$ cat src/rtl/ramb4_port_arbiter.sv
// ramb4_port_arbiter: shares one synchronous RAMB4 port (512x8) between two
// requesters. Arbitration is round-robin with the previous winner masked for
// one cycle; every access is issued from registers, and read data comes back
// to the requester that issued it, with a one-cycle DV strobe.
// Optional build macro: RAMB4_ARB_FIXED_PRI_EN switches to fixed priority
// with requester 0 first. The one-cycle mask of the previous winner still
// applies in that mode.
//
// Handshake: REQx is a level valid held with WEx/ADDRx/DIx until GNTx pulses.
// GNTx is the ready/accept strobe, and the access is on the RAM in that same
// cycle. Request fields may change only in the cycle after GNTx. A REQx still
// high in that cycle is a new request. Reads complete with a DVx pulse three
// cycles after the cycle whose REQx sample won arbitration.
module ramb4_port_arbiter #(
  parameter int ADDR_W = 9,
  parameter int DATA_W = 8
) (
  input  logic              CLK,
  input  logic              RST,
  input  logic              REQ0,
  input  logic              WE0,
  input  logic [ADDR_W-1:0] ADDR0,
  input  logic [DATA_W-1:0] DI0,
  input  logic              REQ1,
  input  logic              WE1,
  input  logic [ADDR_W-1:0] ADDR1,
  input  logic [DATA_W-1:0] DI1,
  output logic              GNT0,
  output logic [DATA_W-1:0] DO0,
  output logic              DV0,
  output logic              GNT1,
  output logic [DATA_W-1:0] DO1,
  output logic              DV1,
  output logic              RAM_EN,
  output logic              RAM_WE,
  output logic              RAM_RST,
  output logic [ADDR_W-1:0] RAM_ADDR,
  output logic [DATA_W-1:0] RAM_DI,
  input  logic [DATA_W-1:0] RAM_DO,
  output logic              BUSY
);

  logic [1:0]        gnt_q, gnt_d;
  logic              last_q, last_d;
  logic              ram_en_q, ram_en_d;
  logic              ram_we_q, ram_we_d;
  logic [ADDR_W-1:0] ram_addr_q, ram_addr_d;
  logic [DATA_W-1:0] ram_di_q, ram_di_d;
  logic              rd2_vld_q, rd2_vld_d;
  logic              rd2_tag_q, rd2_tag_d;
  logic [1:0]        dv_q, dv_d;
  logic [DATA_W-1:0] do0_q, do0_d;
  logic [DATA_W-1:0] do1_q, do1_d;

  logic elig0, elig1, win0, win1;
  logic rd1_vld;

  // Arbitration: the requester showing GNT this cycle is masked, because its
  // REQ is still the request that was just accepted.
  always_comb begin
    elig0 = REQ0 & ~gnt_q[0];
    elig1 = REQ1 & ~gnt_q[1];
`ifdef RAMB4_ARB_FIXED_PRI_EN
    win0  = elig0;
`else
    win0  = elig0 & (~elig1 | last_q);
`endif
    win1  = elig1 & ~win0;
  end

  // Issue stage: register the winner's access. When idle, address and data keep their values.
  always_comb begin
    gnt_d      = {win1, win0};
    ram_en_d   = win0 | win1;
    ram_we_d   = 1'b0;
    ram_addr_d = ram_addr_q;
    ram_di_d   = ram_di_q;
    last_d     = last_q;
    if (win0) begin
      ram_we_d   = WE0;
      ram_addr_d = ADDR0;
      ram_di_d   = DI0;
      last_d     = 1'b0;
    end else if (win1) begin
      ram_we_d   = WE1;
      ram_addr_d = ADDR1;
      ram_di_d   = DI1;
      last_d     = 1'b1;
    end
  end

  // Read return: a read on the port now has its data on RAM_DO next cycle.
  // That data is captured into the owner's DO register.
  always_comb begin
    rd1_vld   = ram_en_q & ~ram_we_q;
    rd2_vld_d = rd1_vld;
    rd2_tag_d = gnt_q[1];
    dv_d[0]   = rd2_vld_q & ~rd2_tag_q;
    dv_d[1]   = rd2_vld_q & rd2_tag_q;
    do0_d     = dv_d[0] ? RAM_DO : do0_q;
    do1_d     = dv_d[1] ? RAM_DO : do1_q;
  end

  // State registers. Reset clears the pipeline, so in-flight reads are dropped.
  always_ff @(posedge CLK or posedge RST) begin
    if (RST) begin
      gnt_q      <= 2'b00;
      last_q     <= 1'b1;
      ram_en_q   <= 1'b0;
      ram_we_q   <= 1'b0;
      ram_addr_q <= '0;
      ram_di_q   <= '0;
      rd2_vld_q  <= 1'b0;
      rd2_tag_q  <= 1'b0;
      dv_q       <= 2'b00;
      do0_q      <= '0;
      do1_q      <= '0;
    end else begin
      gnt_q      <= gnt_d;
      last_q     <= last_d;
      ram_en_q   <= ram_en_d;
      ram_we_q   <= ram_we_d;
      ram_addr_q <= ram_addr_d;
      ram_di_q   <= ram_di_d;
      rd2_vld_q  <= rd2_vld_d;
      rd2_tag_q  <= rd2_tag_d;
      dv_q       <= dv_d;
      do0_q      <= do0_d;
      do1_q      <= do1_d;
    end
  end

  assign GNT0     = gnt_q[0];
  assign GNT1     = gnt_q[1];
  assign DV0      = dv_q[0];
  assign DV1      = dv_q[1];
  assign DO0      = do0_q;
  assign DO1      = do1_q;
  assign RAM_EN   = ram_en_q;
  assign RAM_WE   = ram_we_q;
  assign RAM_RST  = 1'b0;
  assign RAM_ADDR = ram_addr_q;
  assign RAM_DI   = ram_di_q;
  assign BUSY     = rd1_vld | rd2_vld_q;

endmodule

$ cat config.mk
export PLATFORM = sky130hd
export DESIGN_NAME = ramb4_port_arbiter
export DESIGN_NICKNAME = d
export VERILOG_FILES = /design/src/rtl/ramb4_port_arbiter.sv
export SDC_FILE = /design/constraint.sdc
export NUM_CORES = 1
export LEC_CHECK = 0
export CAP_MARGIN = 30
export CORE_MARGIN = 3
export CORE_UTILIZATION = 40
export CTS_CLUSTER_SIZE = 12
export DETAILED_ROUTE_END_ITERATION = 10
export DONT_BUFFER_PORTS = 1
export SLEW_MARGIN = 0
export SYNTH_ARGS = -nofsm -noshare
export SYNTH_HDL_FRONTEND = slang
export SYNTH_SLANG_ARGS = --single-unit
export TNS_END_PERCENT = 10
$ cat constraint.sdc
create_clock -name CLK -period 2.9 [get_ports CLK]
set_input_delay 0.87 -clock CLK [delete_from_list [all_inputs] [get_ports CLK]]
set_output_delay 0.87 -clock CLK [all_outputs]
set_load 0.03 [all_outputs]
==> results.py, run 1 <==
metrics = {
    "outcome": {
        "status": "complete, no violations",
    },
    "die": {
        "initial_core_util_pct": 42.2,
        "die_area_um2": 5100,
        "core_area_um2": 4060,
        "die_h_um": 71.4,
        "rows": 23,
        "ios": 89,
        "dieWidth_um": 71.4,
    },
    "setup_path": {
        "cpPeakStageDelay_ps": 490,
        "crit_type": "register to primary output",
        "worstPathArrival_ps": 1350,
        "slowest_stage": "dfrtp_1",
        "startpoint_type": "register",
        "reg2reg_slack_ps": 1090,
        "path_cells": "nor2b_1, or2_2",
        "required_ps": 2030,
        "cp_max_fo": 2,
        "crit_path_end_kind": "primary output",
    },
    "logic_synthesis": {
        "syn_area_um2": 1710,
        "async_flop_share_pct": 100,
        "ys_warn_count": 0,
        "synth_fp_nets": 168,
        "synth-edff-count": 0,
        "synth-main-ff-cell": "dfrtp_1",
        "syn-instance-count": 120,
        "synth_area_per_cell_um2": 14.3,
        "ys_seq_area_share_pct": 61.4,
        "yosys.cell_types.count": 25,
        "ys_ff_latch": 42,
    },
    "global_routing": {
        "grt_pass1_vias": 1109,
        "overflow": 0,
        "antenna_found_initial": 0,
        "grt_util_met1_pct": 15.8,
        "grtUsageMet3_pct": 6.17,
        "grt_pass1_wl_mm": 5.68,
        "grtUsageMet2_pct": 25.3,
        "grt_most_used_layer": "met2",
        "grt_max_degree": 21,
        "track_usage_pct": 14.5,
    },
    "clocking": {
        "post_cts_resized": 0,
        "cts_buffers": 5,
        "post_cts_buffers": 0,
        "clk_latency_ps": 290,
        "cts_tree": "yes",
        "path_clk_slew_ps": 80,
        "clock-sinks": 42,
        "hold_buffers": 0,
        "cts_htree_levels": 2,
        "clockBufferDepth": 2,
        "ctsRootBufferMaster": "clkbuf_8",
    },
    "drt": {
        "drc": 0,
        "postRouteAntennaNets": 0,
        "via_per_inst": 5.79,
        "wl_mm": 3.50,
        "vias": 996,
        "drtPass1Iterations": 4,
        "wl_per_cell_um": 20.4,
        "drt_iter0_drc": 16,
    },
    "power_and_ir_drop": {
        "power_density_nw_per_um2": 1060,
        "p_leak_uw": 0.000791,
        "vdd_ir_drop_max_mv": 0.348,
        "p_total_uw": 1970,
    },
    "timing": {
        "slew_violations": 0,
        "finalHoldViolCount": 0,
        "setup_violations": 0,
        "max_slew_margin_pct": 46.2,
        "skew_ps": 8.38,
        "rsz0062_at_grt": "no",
        "tightest_slew_ps": 808,
        "whs_ps": 474,
        "fin_setup_tns_ps": 0,
        "finalCritPeriodShare_pct": 76.4,
        "fin_crit_ps": 2220,
        "fmaxAchievable_ghz": 0.451,
    },
    "cells_and_area": {
        "drive_gt1_share_pct": 27.0,
        "area_growth_syn_to_layout_pct": 8.62,
        "layout_common_cells": "dfrtp_1 (41), nor3b_1 (17), a221o_1 (17)",
        "antenna_cells": 0,
        "fillerInstances": 359,
        "utilization_pct": 45.9,
        "fin_cells": 172,
        "fin_nets": 169,
        "layout_commonest_cell": "dfrtp_1",
    },
    "place": {
        "place.gp.congestion": 0.771,
        "portBuffers": 0,
        "dp.cells": 164,
    },
    "min_path": {
        "hold_class": "input pin to async pin",
    },
    "run": {
        "maxCapViolCount": 0,
    },
}
synthesized netlist by cell type, types with 2 or more instances:
cell type | count | area [um2]
buf_6 | 2 | 22.5
nand2_1 | 2 | 7.51
a221o_1 | 17 | 170
dfrtp_1 | 41 | 1030
nor3b_1 | 17 | 128
or2_2 | 2 | 12.5
buf_2 | 3 | 15.0
mux2_2 | 16 | 180
clkbuf_1 | 2 | 7.51
inv_1 | 3 | 11.3
final cells by class:
class / count / area [um2] / area share (%)
inverter: 3 / 11.3 / 0.605
tap: 50 / 62.6 / 3.36
sequential: 42 / 1050 / 56.6
timing repair buffer: 3 / 42.5 / 2.29
clock buffer: 8 / 110 / 5.92
multi-input combinational: 66 / 582 / 31.3
per-layer routing:
metal	up-vias	share of wire, %
met5	-	0
met4	0	1.1
met3	4	10
met2	58	54
met1	491	34
li1	443	-
path summary, 6_finish.rpt:
path,start,to,cells past startpoint
max,RAM_EN,BUSY,2
min,RST,DO0[7],1
max reg2reg,gnt_q[0],RAM_ADDR[1],3
min reg2reg,last_q,last_q,2
max in group asynchronous,RST,last_q,2
min in group CLK,last_q,last_q,2
cell families (layout without fill, tap and decap cells):
kind of cell	count (synthesis)	count (layout)	synth area share (%)
other cells	1	1	0.219
flops	42	42	61.4
buf+inv	12	14	4.60
simple gates	27	27	11.3
mux	16	16	10.5
compound gates	22	22	11.9
power by group:
part	leakage, uW	switching (uW)	internal, uW
logic	0.000228	137	173
clock network	0.0000575	184	240
registers	0.000505	469	764
sequential cells by signal, summed over array words and instances (netlist names):
| signal | flops |
|---|---|
| DO1 | 8 |
| last_q | 1 |
| RAM_EN | 1 |
| rd2_vld_q | 1 |
| RAM_DI | 8 |
| gnt_q | 2 |
| DO0 | 8 |
| dv_q | 2 |
| RAM_ADDR | 9 |
| RAM_WE | 1 |
| rd2_tag_q | 1 |
critical path: cells and delay by family (launching register included):
| kind | cells | cell delay (ps) |
|---|---|---|
| flops | 1 | 490 |
| simple gates | 2 | 560 |
metrics by stage:
step | setup WS (ps) | instance area (um2)
floorplan | 1020 | 1710
global placement | 853 | 1720
detailed placement | 740 | 1750
CTS | 658 | 1860
global route | 638 | 1860
finish | 683 | 1860
No activity file was read; power rests on OpenSTA's default activity.
==> inputs of run 2 (changes only) <==
clock period = 1.8 ns   (was 2.9 ns; I/O delays follow)
==> results.py, run 2 (synthesized netlist as in run 1, its figures left out) <==
metrics = {
    "global_routing": {
        "track_usage_pct": 14.6,
        "grt_most_used_layer": "met2",
        "grtUsageMet2_pct": 26.4,
        "grt_util_met1_pct": 14.5,
        "overflow": 0,
        "antenna_found_initial": 0,
        "grt_pass1_wl_mm": 5.73,
        "grt_max_degree": 43,
        "grt_pass1_vias": 1178,
        "grtUsageMet3_pct": 5.05,
    },
    "setup_path": {
        "startpoint": "RAM_EN",
        "r2r-end": "RAM_ADDR[0]",
        "startpoint_type": "register",
        "cp_max_fo": 2,
        "required_ps": 1260,
        "crit_type": "register to primary output",
        "worstPathArrival_ps": 1160,
        "rr_worst_depth": 3,
        "reg2reg_slack_ps": 220,
        "cp-endpoint": "BUSY",
        "r2r-start": "gnt_q[1]",
        "crit_path_end_kind": "primary output",
    },
    "clocking": {
        "cts_buffers": 5,
        "cts_htree_levels": 2,
        "path_clk_slew_ps": 70,
        "post_cts_buffers": 0,
        "clock-sinks": 42,
        "clk_latency_ps": 280,
        "cts_tree": "yes",
        "clockBufferDepth": 2,
        "hold_buffers": 0,
        "post_cts_resized": 0,
        "ctsRootBufferMaster": "clkbuf_8",
    },
    "timing": {
        "rsz0062_at_grt": "no",
        "fmaxAchievable_ghz": 0.587,
        "whs_ps": 267,
        "skew_ps": 5.08,
        "tightest_slew_ps": 777,
        "max_slew_margin_pct": 48.2,
        "finalHoldViolCount": 0,
        "fin_crit_ps": 1700,
        "final.setup.worst_slack_ps": 95.8,
        "finalCritPeriodShare_pct": 94.7,
        "slew_violations": 0,
        "fin_setup_tns_ps": 0,
        "setup_violations": 0,
    },
    "drt": {
        "wl_per_cell_um": 20.3,
        "via_per_inst": 5.79,
        "drc": 0,
        "drt_iter0_drc": 22,
        "wl_mm": 3.57,
        "postRouteAntennaNets": 0,
        "drtPass1Iterations": 2,
        "vias": 1019,
    },
    "place": {
        "portBuffers": 0,
        "dp.final_hpwl_mm": 2.66,
        "place.gp.congestion": 0.746,
        "pre_cts_slack_ps": 92.4,
    },
    "run": {
        "maxCapViolCount": 0,
    },
    "power_and_ir_drop": {
        "vdd_ir_drop_max_mv": 0.533,
        "power_density_nw_per_um2": 1660,
        "p_leak_uw": 0.000785,
    },
    "cells_and_area": {
        "area_growth_syn_to_layout_pct": 7.45,
        "largest_register_ffs": 9,
        "antenna_cells": 0,
        "layout_common_cells": "dfrtp_1 (41), nor3b_1 (17), a221o_1 (17)",
        "fillerInstances": 366,
        "fin_nets": 173,
        "layout_commonest_cell": "dfrtp_1",
        "drive_gt1_share_pct": 27.0,
    },
    "die": {
        "ios": 89,
        "die_area_um2": 5100,
        "rows": 23,
        "dieWidth_um": 71.4,
        "core_area_um2": 4060,
        "initial_core_util_pct": 42.2,
        "die_h_um": 71.4,
    },
    "min_path": {
        "hold_class": "input pin to async pin",
    },
    "outcome": {
        "status": "complete, no violations",
    },
}
run 2: cell types whose count changed in the layout (fill, tap and decap cells not counted), sizes merged:
cell	delta
buf	+4
run 2: worst max-delay path, cell delays in order (launching register included):
cell	delay (ps)
dfrtp_1	380
nor2b_1	140
or2_2	360
run 2: worst min-delay path by stage:
| stage | start | end | slack [ps] |
|---|---|---|---|
| after global routing | RST | DO0[5] | 300 |
| after detailed placement | RAM_WE | rd2_vld_q | 420 |
| final | RST | RAM_ADDR[1] | 270 |
| after floorplan | last_q | last_q | 510 |
| after CTS | RST | RAM_ADDR[1] | 280 |
| after global placement | RAM_WE | rd2_vld_q | 420 |
run 2: final cells by class:
cell class | count | area, um2 | share of cell area, %
tap | 50 | 62.6 | 3.40
multi-input combinational | 66 | 582 | 31.6
clock buffer | 8 | 80.1 | 4.35
inverter | 3 | 11.3 | 0.612
timing repair buffer | 7 | 52.6 | 2.86
sequential | 42 | 1050 | 57.2
run 2: power breakdown:
part	switching, uW	internal [uW]
registers	726	1230
clock network	278	275
logic	256	294
run 2: metal layers:
layer | up-vias | routed length [um] | part of all wire, %
met5 | - | 0 | 0
met4 | 0 | 70 | 2.0
met3 | 8 | 363 | 10
met2 | 59 | 1990 | 56
met1 | 500 | 1150 | 32
li1 | 452 | - | -
run 2: stage by stage:
stage / total power, uW / utilization, % / area (um2) / instances
2_1_floorplan: 2400 / - / 1710 / 120
3_3_place_gp: 2490 / 43.4 / 1760 / 168
3_5_place_dp: 2550 / 43.4 / 1760 / 168
4_1_cts: 3110 / 45.4 / 1840 / 176
5_1_grt: 3230 / 45.4 / 1840 / 176
6_report: 3060 / 45.4 / 1840 / 176
==> inputs of run 3 (changes only) <==
SETUP_SLACK_MARGIN = 0.02   (was not set)
==> results of run 3 <==
No change in the layout: final DEF, timing and power equal those of run 2.
